**src/rtl/mux4way16_arbiter_if.sv**
```systemverilog
// Purpose: bundles the four source channels and the single sink of the 4:1 merge arbiter.
// Latency: none; this is wiring only.
// Backpressure: in_ready flows from the arbiter back to the sources; out_ready flows from the consumer back to the arbiter.
// Ports: in_valid/in_ready are per-channel handshakes (bit i belongs to in_data_i);
//        out_valid/out_ready/out_data/out_sel form the merged sink.
//        The slave modport is the arbiter; the master modport is its environment (sources plus consumer).
interface mux4way16_arbiter_if #(
  parameter int WIDTH = 16
);
  logic [3:0]       in_valid;
  logic [WIDTH-1:0] in_data_0;
  logic [WIDTH-1:0] in_data_1;
  logic [WIDTH-1:0] in_data_2;
  logic [WIDTH-1:0] in_data_3;
  logic [3:0]       in_ready;
  logic             out_valid;
  logic [WIDTH-1:0] out_data;
  logic [1:0]       out_sel;
  logic             out_ready;

  modport master (
    output in_valid, in_data_0, in_data_1, in_data_2, in_data_3, out_ready,
    input  in_ready, out_valid, out_data, out_sel
  );

  modport slave (
    input  in_valid, in_data_0, in_data_1, in_data_2, in_data_3, out_ready,
    output in_ready, out_valid, out_data, out_sel
  );
endinterface

```
**src/rtl/mux4way16_arbiter.sv**
```systemverilog
// Purpose: merges four valid/ready channels into one registered sink using round-robin arbitration.
// Latency: one cycle from input acceptance to out_valid; sustains one word per cycle.
// Backpressure: while out_valid && !out_ready the held word is frozen and in_ready is all zero.
// Ports: clk, reset_n (synchronous, active-low); bus.slave carries in_valid[3:0], in_data_0..3, in_ready[3:0],
//        out_valid, out_data, out_sel[1:0] and out_ready.
module mux4way16_arbiter #(
  parameter int WIDTH = 16
) (
  input logic               clk,
  input logic               reset_n,
  mux4way16_arbiter_if.slave bus
);

  logic             out_valid_q;
  logic [WIDTH-1:0] out_data_q;
  logic [1:0]       out_sel_q;
  logic [1:0]       last_q;

  logic             load_en;
  logic             grant_vld;
  logic [1:0]       grant;
  logic [WIDTH-1:0] grant_dat;

  // The register can take a new word when it is empty or is being drained this cycle.
  assign load_en = !out_valid_q || bus.out_ready;

  // The search starts just after the last winner and wraps; the 2-bit add supplies the mod-4 wrap.
  always_comb begin
    logic [1:0] idx;
    grant     = 2'd0;
    grant_vld = 1'b0;
    idx       = 2'd0;
    for (int k = 1; k <= 4; k++) begin
      idx = last_q + 2'(k);
      if (!grant_vld && bus.in_valid[idx]) begin
        grant     = idx;
        grant_vld = 1'b1;
      end
    end
  end

  // in_ready depends only on in_valid, load_en and last, so data can never create a combinational path into it.
  always_comb begin
    bus.in_ready = 4'b0000;
    if (reset_n && grant_vld && load_en) begin
      bus.in_ready[grant] = 1'b1;
    end
  end

  always_comb begin
    grant_dat = '0;
    case (grant)
      2'd0: grant_dat = bus.in_data_0;
      2'd1: grant_dat = bus.in_data_1;
      2'd2: grant_dat = bus.in_data_2;
      default: grant_dat = bus.in_data_3;
    endcase
  end

  // After reset last points at channel 3, so channel 0 has highest priority.
  always_ff @(posedge clk) begin
    if (!reset_n) begin
      out_valid_q <= 1'b0;
      out_data_q  <= '0;
      out_sel_q   <= 2'd0;
      last_q      <= 2'd3;
    end else if (load_en) begin
      if (grant_vld) begin
        out_valid_q <= 1'b1;
        out_data_q  <= grant_dat;
        out_sel_q   <= grant;
        last_q      <= grant;
      end else begin
        // When no source is offering data, the register empties; data, sel and last keep their old values.
        out_valid_q <= 1'b0;
      end
    end
  end

  assign bus.out_valid = out_valid_q;
  assign bus.out_data  = out_data_q;
  assign bus.out_sel   = out_sel_q;

endmodule

```
**src/flat_wrapper.sv**
```systemverilog
// flat-port wrapper written by rule: the top's interface ports become plain ports
module mux4way16_arbiter_flat 
#(
  parameter int WIDTH = 16
)
  (clk, reset_n, bus_in_valid, bus_in_data_0, bus_in_data_1, bus_in_data_2, bus_in_data_3, bus_out_ready, bus_in_ready, bus_out_valid, bus_out_data, bus_out_sel);
  mux4way16_arbiter_if #(.WIDTH(WIDTH)) bus_i ();
  input logic clk;
  input logic reset_n;
  input wire logic [$bits(bus_i.in_valid)-1:0] bus_in_valid;
  input wire logic [$bits(bus_i.in_data_0)-1:0] bus_in_data_0;
  input wire logic [$bits(bus_i.in_data_1)-1:0] bus_in_data_1;
  input wire logic [$bits(bus_i.in_data_2)-1:0] bus_in_data_2;
  input wire logic [$bits(bus_i.in_data_3)-1:0] bus_in_data_3;
  input wire logic [$bits(bus_i.out_ready)-1:0] bus_out_ready;
  output wire logic [$bits(bus_i.in_ready)-1:0] bus_in_ready;
  output wire logic [$bits(bus_i.out_valid)-1:0] bus_out_valid;
  output wire logic [$bits(bus_i.out_data)-1:0] bus_out_data;
  output wire logic [$bits(bus_i.out_sel)-1:0] bus_out_sel;
  assign bus_i.in_valid = bus_in_valid;
  assign bus_i.in_data_0 = bus_in_data_0;
  assign bus_i.in_data_1 = bus_in_data_1;
  assign bus_i.in_data_2 = bus_in_data_2;
  assign bus_i.in_data_3 = bus_in_data_3;
  assign bus_i.out_ready = bus_out_ready;
  assign bus_in_ready = bus_i.in_ready;
  assign bus_out_valid = bus_i.out_valid;
  assign bus_out_data = bus_i.out_data;
  assign bus_out_sel = bus_i.out_sel;
  mux4way16_arbiter #(.WIDTH(WIDTH)) u_core (.clk(clk), .reset_n(reset_n), .bus(bus_i));
endmodule
```
**config.mk**
```make
export PLATFORM = sky130hd
export DESIGN_NAME = mux4way16_arbiter_flat
export DESIGN_NICKNAME = d
export VERILOG_FILES = /design/src/rtl/mux4way16_arbiter_if.sv /design/src/rtl/mux4way16_arbiter.sv /design/src/flat_wrapper.sv
export SDC_FILE = /design/constraint.sdc
export NUM_CORES = 1
export LEC_CHECK = 0
export ABC_AREA = 1
export CAP_MARGIN = 20
export CORE_UTILIZATION = 40
export DETAILED_ROUTE_END_ITERATION = 6
export GPL_TIMING_DRIVEN = 0
export HOLD_SLACK_MARGIN = 0.06
export PLACE_DENSITY = 0.82
export SYNTH_ARGS = -nofsm -noshare
export SYNTH_HDL_FRONTEND = slang
export SYNTH_SLANG_ARGS = --single-unit
```
**constraint.sdc**
```tcl
create_clock -name clk -period 2.3 [get_ports clk]
set_input_delay 0.46 -clock clk [delete_from_list [all_inputs] [get_ports clk]]
set_output_delay 0.46 -clock clk [all_outputs]
set_load 0.01 [all_outputs]
```
# --- Word level (Yosys, flattened, before mapping) ---
# Index checks and enable logic that the tools add are counted.
# W data, S select, Z words.
classes:
  add_sub_neg: 3
  n_lt_le_gt_ge: 6
  eq_ne: 2
  mux: 21
  n_reduce_logical: 13
op_table:
  columns: ["operator", "count"]
  rows:
  - ["$pmux W16 S3", 1]
  - ["$lt A2 B3 Y1 const B", 5]
  - ["$mux W1", 10]
  - ["$bmux W1 S2", 4]
  - ["$mux W2", 4]
  - ["$logic_and A1 B1 Y1", 6]
  - ["$add A2 B2 Y2 const B", 2]
  - ["$logic_not A1 Y1", 4]
  - ["$mux W4", 1]
  - ["$add A2 B1 Y2 const B", 1]
  - ["$demux W1 S2", 1]
  - ["$eq A2 B1 Y1 const B", 1]
  - ["$eq A2 B2 Y1 const B", 1]
  - ["$ge A2 B1 Y1 const B", 1]
  - ["$logic_not A2 Y1", 1]
  - ["$reduce_and A2 Y1", 1]
  - ["$logic_or A1 B1 Y1", 1]
totals:
  regBits: 21
  input_bits: 71

# --- Logic depth before layout (Yosys ltp) ---
logic_depth:
  ltp_word: 18
  depth_mapped: 16
  mapped_depth_nobuf: 15

# --- Least setup slack after synthesis ---
# No wires, ideal clock.
synth_path:
  path_type: "reg2out"
  start: "register u_core.last_q[0]"
  end: "output bus_in_ready[0]"
  arrival_ns: 1.687
  t_required_ns: 1.840
  slack_ns: 0.153
  stages_incl_launch_ff: 13
  n_path_buf: 2
  path_cell_list: "dfxtp_1 buf_6 nand2_1 nand2_2 inv_1 nand2_1 nand2_1 nand4_1 nand2_1 inv_1 buf_4 nand2_1 nor3_1"
synth_via:
  elab_chain_len: 18
  elab_cells_between_ends: 33
synth_rtl:
  columns: ["item", "line_no", "rtl"]
  rows:
  - ["start, declared", "mux4way16_arbiter.sv:17", "logic [1:0] last_q;"]
  - ["start signal, assigned", "mux4way16_arbiter.sv:72", "last_q <= grant;"]
  - ["$add A2 B1 Y2", "mux4way16_arbiter.sv:34", "idx = last_q + 2'(k);"]
  - ["$bmux W1 S2", "mux4way16_arbiter.sv:35", "if (!grant_vld && bus.in_valid[idx]) begin"]
  - ["$mux W1 (implied by the code)", "mux4way16_arbiter.sv:35", null]
  - ["$mux W1", "mux4way16_arbiter.sv:35", null]
  - ["$logic_not A1 Y1", "mux4way16_arbiter.sv:35", null]
  - ["$logic_and A1 B1 Y1", "mux4way16_arbiter.sv:35", null]
  - ["$mux W1", "mux4way16_arbiter.sv:35", null]
  - ["$logic_not A1 Y1", "mux4way16_arbiter.sv:35", null]
  - ["[... 2 more ...]", null, null]
  - ["$logic_not A1 Y1", "mux4way16_arbiter.sv:35", null]
  - ["$logic_and A1 B1 Y1", "mux4way16_arbiter.sv:35", null]
  - ["$mux W2", "mux4way16_arbiter.sv:35", null]
  - ["$lt A2 B3 Y1 (implied by the code) or $ge A2 B1 Y1 (tied branches)", "mux4way16_arbiter.sv:46", "bus.in_ready[grant] = 1'b1;"]
  - ["$logic_and A1 B1 Y1 (implied by the code)", "mux4way16_arbiter.sv:46", null]
  - ["$mux W1 (implied by the code)", "mux4way16_arbiter.sv:46", null]
  - ["$demux W1 S2", null, null]
  - ["$mux W4 (*)", "mux4way16_arbiter.sv:45", "if (reset_n && grant_vld && load_en) begin"]
  - ["end, declared", "flat_wrapper.sv:16", "output wire logic [$bits(bus_i.in_ready)-1:0] bus_in_ready;"]
# Mark *: on every way between the ends. The rest lies on a longest branch, timed or not. The select of a mux whose other input is x is not followed.

# --- Worst setup path after layout ---
layout_path:
  start: "input bus_in_valid[2]"
  end: "output bus_in_ready[1]"
layout_via:
  elab_chain_len: 17
  elab_cells_between_ends: 30
layout_rtl:
  columns: ["item", "line_no", "rtl"]
  rows:
  - ["start, declared", "flat_wrapper.sv:10", "input wire logic [$bits(bus_i.in_valid)-1:0] bus_in_valid;"]
  - ["$bmux W1 S2", "mux4way16_arbiter.sv:35", null]
  - ["$mux W1 (implied by the code)", "mux4way16_arbiter.sv:35", null]
  - ["$mux W1", "mux4way16_arbiter.sv:35", null]
  - ["$logic_not A1 Y1", "mux4way16_arbiter.sv:35", null]
  - ["$logic_and A1 B1 Y1", "mux4way16_arbiter.sv:35", null]
  - ["$mux W1", "mux4way16_arbiter.sv:35", null]
  - ["$logic_not A1 Y1", "mux4way16_arbiter.sv:35", null]
  - ["$logic_and A1 B1 Y1", "mux4way16_arbiter.sv:35", null]
  - ["$mux W1", "mux4way16_arbiter.sv:35", null]
  - ["$logic_not A1 Y1", "mux4way16_arbiter.sv:35", null]
  - ["$logic_and A1 B1 Y1", "mux4way16_arbiter.sv:35", null]
  - ["$mux W2", "mux4way16_arbiter.sv:35", null]
  - ["$lt A2 B3 Y1 (implied by the code) or $ge A2 B1 Y1 (tied branches)", "mux4way16_arbiter.sv:46", null]
  - ["$logic_and A1 B1 Y1 (implied by the code)", "mux4way16_arbiter.sv:46", null]
  - ["$mux W1 (implied by the code)", "mux4way16_arbiter.sv:46", null]
  - ["$demux W1 S2", null, null]
  - ["$mux W4 (*)", "mux4way16_arbiter.sv:45", null]
# Marks and branches as above.

==> qor.json <==
{
  "synth_flop_cell": {"value": "sky130_fd_sc_hd__dfxtp_1"},
  "timing.fmax": {"value": 420, "unit": "MHz"},
  "detailedRoute.firstPassIterationCount": {"value": 4},
  "floorplan.core_area": {"value": 4120, "unit": "sq um"},
  "post-route-period-util": {"value": 103, "unit": "%"},
  "synthesis.nets": {"value": 355},
  "final_stage_net_count": {"value": 469},
  "overflow": {"value": 0},
  "start_util": {"value": 42.7, "unit": "%"},
  "clk_transition_reported_paths": {"value": 0.08, "unit": "ns"},
  "power.net_switching": {"value": 2.58, "unit": "mW"},
  "syn2layout_area_growth": {"value": 76.2, "unit": "%"},
  "root_buffer": {"value": "sky130_fd_sc_hd__clkbuf_8"},
  "edff_count_synth": {"value": 0},
  "sequentialPowerShare": {"value": 11.9, "unit": "%"},
  "tightest_slew_margin_relative_to_the_limit": {"value": 58.9, "unit": "%"},
  "vias_in_the_first_global_route": {"value": 1973},
  "insertion_delay_of_the_later_clocked_pin_in_the_worst_skew_pair": {"value": 0.27, "unit": "ns"},
  "switching_share": {"value": 51.5, "unit": "%"},
  "drive_gt1_share": {"value": 23.9, "unit": "%"},
  "cpPeakStageDelay": {"value": 0.28, "unit": "ns"},
  "violation_count_after_the_first_detailed_routing_iteration": {"value": 179},
  "synth_area": {"value": 1760, "unit": "sq um"},
  "run_status": {"value": "finished with violations"},
  "final_cell_area": {"value": 3100, "unit": "sq um"},
  "drc": {"value": 0},
  "max_cap_violation_count": {"value": 0},
  "setup_violations": {"value": 4},
  "cellLeakagePower": {"value": 1.41, "unit": "nW"},
  "critical_path.slowest_cell": {"value": "sky130_fd_sc_hd__dlygate4sd2_1"},
  "worst_slew_pin_slew": {"value": 0.616, "unit": "ns"},
  "cts_hold_buffers": {"value": 0},
  "viasPerCell": {"value": 5.12},
  "routed_wire_length_per_instance": {"value": 14.0, "unit": "um"},
  "synth.distinct_cells": {"value": 24},
  "violations": {"value": "negative setup slack"},
  "track_usage": {"value": 25.6, "unit": "%"},
  "row_count": {"value": 23},
  "wire_length_of_the_first_global_routing_pass": {"value": 8.98, "unit": "mm"},
  "worstHoldPathType": {"value": "flip-flop to flip-flop"},
  "number_of_antenna_violations_at_the_first_check_in_global_routing": {"value": 0},
  "hold_viol": {"value": 0},
  "cts-root-to-sink-buffers": {"value": 2},
  "grt_start_max_net_pins": {"value": 15},
  "finalWeightedCongestion": {"value": 0.814},
  "worst_setup_path_start_kind": {"value": "primary input"},
  "timing.critical_path.fanout_max": {"value": 5},
  "cts_num_sinks": {"value": 21},
  "postPlaceCellArea": {"value": 2750, "unit": "sq um"},
  "timing.setup.critical_path_class": {"value": "primary input to output pin"},
  "combinational_power_share": {"value": 83.1, "unit": "%"},
  "die_height": {"value": 68.3, "unit": "um"},
  "worst-endpoint-arrival": {"value": 1.92, "unit": "ns"},
  "sequence_of_cells_on_the_critical_path": {"value": "dlygate4sd2_1 -> nand2_2 -> nand2_4 -> nand2_2 -> nand2_2 -> nor2_4 -> nand3b_1 -> buf_4 -> nand2_2 -> nor2_4 -> nor3_2 -> buf_2"},
  "synth_seq_cells": {"value": 21},
  "die_area": {"value": 4660, "unit": "sq um"},
  "pin_count": {"value": 94},
  "n_antenna_cell": {"value": 0},
  "worst-endpoint-required": {"value": 1.84, "unit": "ns"},
  "clock-skew-final": {"value": 0.00348, "unit": "ns"},
  "critical_path.endpoint_type": {"value": "output pin"},
  "yosys_warnings": {"value": 0},
  "rsz_0062_raised_after_global_routing": {"value": "yes"},
  "power.ir.vdd_worst": {"value": 0.000813, "unit": "V"},
  "htree_levels": {"value": 1},
  "post-layout-total-power": {"value": 5.01, "unit": "mW"},
  "port_buffers": {"value": 93},
  "critical_path.most_common_cell": {"value": "sky130_fd_sc_hd__nand2_2"},
  "seq_area_frac_synth": {"value": 23.9, "unit": "%"},
  "timing.final.max_slew_violations": {"value": 0},
  "totalWireLength": {"value": 6.25, "unit": "mm"},
  "setup_slack": {"value": -0.0795, "unit": "ns"},
  "power.internal": {"value": 2.43, "unit": "mW"},
  "pwr_density_cell": {"value": 1620, "unit": "nW/um^2"},
  "tritoncts.num_buffers": {"value": 3},
  "asyncSetResetFlopFracSynth": {"value": 0, "unit": "%"},
  "place.detailed.hpwl": {"value": 4.23, "unit": "mm"},
  "timing.final.crit_period": {"value": 2.38, "unit": "ns"},
  "p_clk_share": {"value": 5.1, "unit": "%"},
  "cts_tree": {"value": "built"},
  "route.antenna.remaining_nets": {"value": 0},
  "die_x": {"value": 68.3, "unit": "um"},
  "post_synth.cell_area_avg": {"value": 6.19, "unit": "sq um"},
  "via_count": {"value": 2290},
  "synthesis.instances": {"value": 284}
}
[worst max-delay path, delay by kind of cell]
kind	cells	cell delay [ns]
buffers and inverters	3	0.58
AND/OR/NAND/NOR	9	0.88
[power groups by stage]
stage	registers (mW)	clock network, mW	logic, mW
final	0.595	0.253	4.16
after global routing	0.609	0.268	4.52
after CTS	0.583	0.254	3.86
after detailed placement	0.585	0	3.40
after global placement	0.580	0	3.34
after floorplan	0.630	0	2.38
[stage by stage]
| stage | util [%] | hold slack, ns | std cells | TNS (ns) | setup WS (ns) |
|---|---|---|---|---|---|
| 2_1_floorplan | - | 0.488 | 284 | 0 | 0.153 |
| 3_3_place_gp | 66.9 | 0.453 | 427 | -5.76 | -1.03 |
| 3_5_place_dp | 66.9 | 0.457 | 427 | -7.08 | -1.09 |
| 4_1_cts | 72.4 | 0.468 | 446 | -0.0245 | -0.0209 |
| 5_1_grt | 75.3 | 0.481 | 447 | -0.599 | -0.158 |
| 6_report | 75.3 | 0.468 | 447 | -0.212 | -0.0795 |
[sequential cells by signal, indices dropped and copies added (netlist names)]
signal and count:
u_core.last_q 2, u_core.bus.out_data 16, u_core.bus.out_sel 2, u_core.bus.out_valid 1
[path summary, 6_finish.rpt]
path         slack (ns)                                  end  cells past startpoint                           startpoint
max               -0.08                      bus_in_ready[1]                     12                      bus_in_valid[2]
min                0.47  u_core.bus.out_data[3]$_SDFFE_PN0P_                      2  u_core.bus.out_data[3]$_SDFFE_PN0P_
max reg2reg        0.14  u_core.bus.out_data[5]$_SDFFE_PN0P_                     15        u_core.last_q[0]$_SDFFE_PN1P_
min reg2reg        0.47  u_core.bus.out_data[3]$_SDFFE_PN0P_                      2  u_core.bus.out_data[3]$_SDFFE_PN0P_
[metal layers]
layer | track usage (%) | up-vias | wire, um
li1 | - | 1148 | -
met1 | 32.5 | 1030 | 2530
met2 | 45.1 | 100 | 3180
met3 | 4.17 | 12 | 445
met4 | 4.95 | 0 | 97
met5 | 0 | - | 0
[what timing repair did]
item	CTS	global route
gates resized for setup	53	27
buffers inserted	17	1
setup endpoints to repair	4	5
cloned	0	0
pin swaps	20	15
[cell families after synthesis]
kind of cell	Yosys count	synth area share [%]
buffers and inverters	45	12.5
AOI/OAI and AO/OA	40	13.8
and+or+nand+nor	178	49.8
DFF	21	23.9
[placed cells by master (no fill, tap or decap), types with 2 or more instances in the layout]
cell / instances
sky130_fd_sc_hd__nor2_4: 5
sky130_fd_sc_hd__dfxtp_1: 19
sky130_fd_sc_hd__o21ai_0: 10
sky130_fd_sc_hd__inv_2: 4
sky130_fd_sc_hd__clkbuf_8: 3
sky130_fd_sc_hd__nor2_1: 2
sky130_fd_sc_hd__inv_1: 23
sky130_fd_sc_hd__nor2_2: 3
sky130_fd_sc_hd__nand4_1: 3
sky130_fd_sc_hd__dfxtp_4: 2
sky130_fd_sc_hd__nand3b_1: 17
sky130_fd_sc_hd__buf_2: 8
sky130_fd_sc_hd__o21bai_1: 6
sky130_fd_sc_hd__clkdlybuf4s50_1: 85
sky130_fd_sc_hd__dlygate4sd2_1: 3
sky130_fd_sc_hd__nand3_4: 2
sky130_fd_sc_hd__buf_4: 21
sky130_fd_sc_hd__o211ai_1: 2
sky130_fd_sc_hd__buf_6: 3
sky130_fd_sc_hd__nand3_1: 35
sky130_fd_sc_hd__inv_4: 2
sky130_fd_sc_hd__nand2_1: 79
sky130_fd_sc_hd__a21oi_2: 5
sky130_fd_sc_hd__a21oi_1: 15
sky130_fd_sc_hd__nand2_2: 12
sky130_fd_sc_hd__nor3_2: 4
sky130_fd_sc_hd__nand2_4: 15
[area by class of cell]
cell class	count	area [sq um]
flip-flops and latches	21	428
well taps	50	62.6
clock inverters	1	5.00
plain buffers	13	115
repair buffers	111	1040
inverters	30	123
clock buffers	3	41.3
multi-input cells	218	1280
fillers	331	1020
[synth_stat cells (5+ instances only)]
library cell               count  area (sq um)
sky130_fd_sc_hd__a21oi_1      15          75.1
sky130_fd_sc_hd__a21oi_2       6          52.6
sky130_fd_sc_hd__buf_2         5          25.0
sky130_fd_sc_hd__buf_4         6          45.0
sky130_fd_sc_hd__dfxtp_1      21           420
sky130_fd_sc_hd__inv_1        27           101
sky130_fd_sc_hd__nand2_1      95           357
sky130_fd_sc_hd__nand2_2       9          56.3
sky130_fd_sc_hd__nand3_1      37           185
sky130_fd_sc_hd__nand3b_1     17           128
sky130_fd_sc_hd__nor2_4        5          56.3
sky130_fd_sc_hd__o21ai_0      10          50.1
sky130_fd_sc_hd__o21bai_1      6          45.0
No activity file was read; power rests on OpenSTA's default activity.
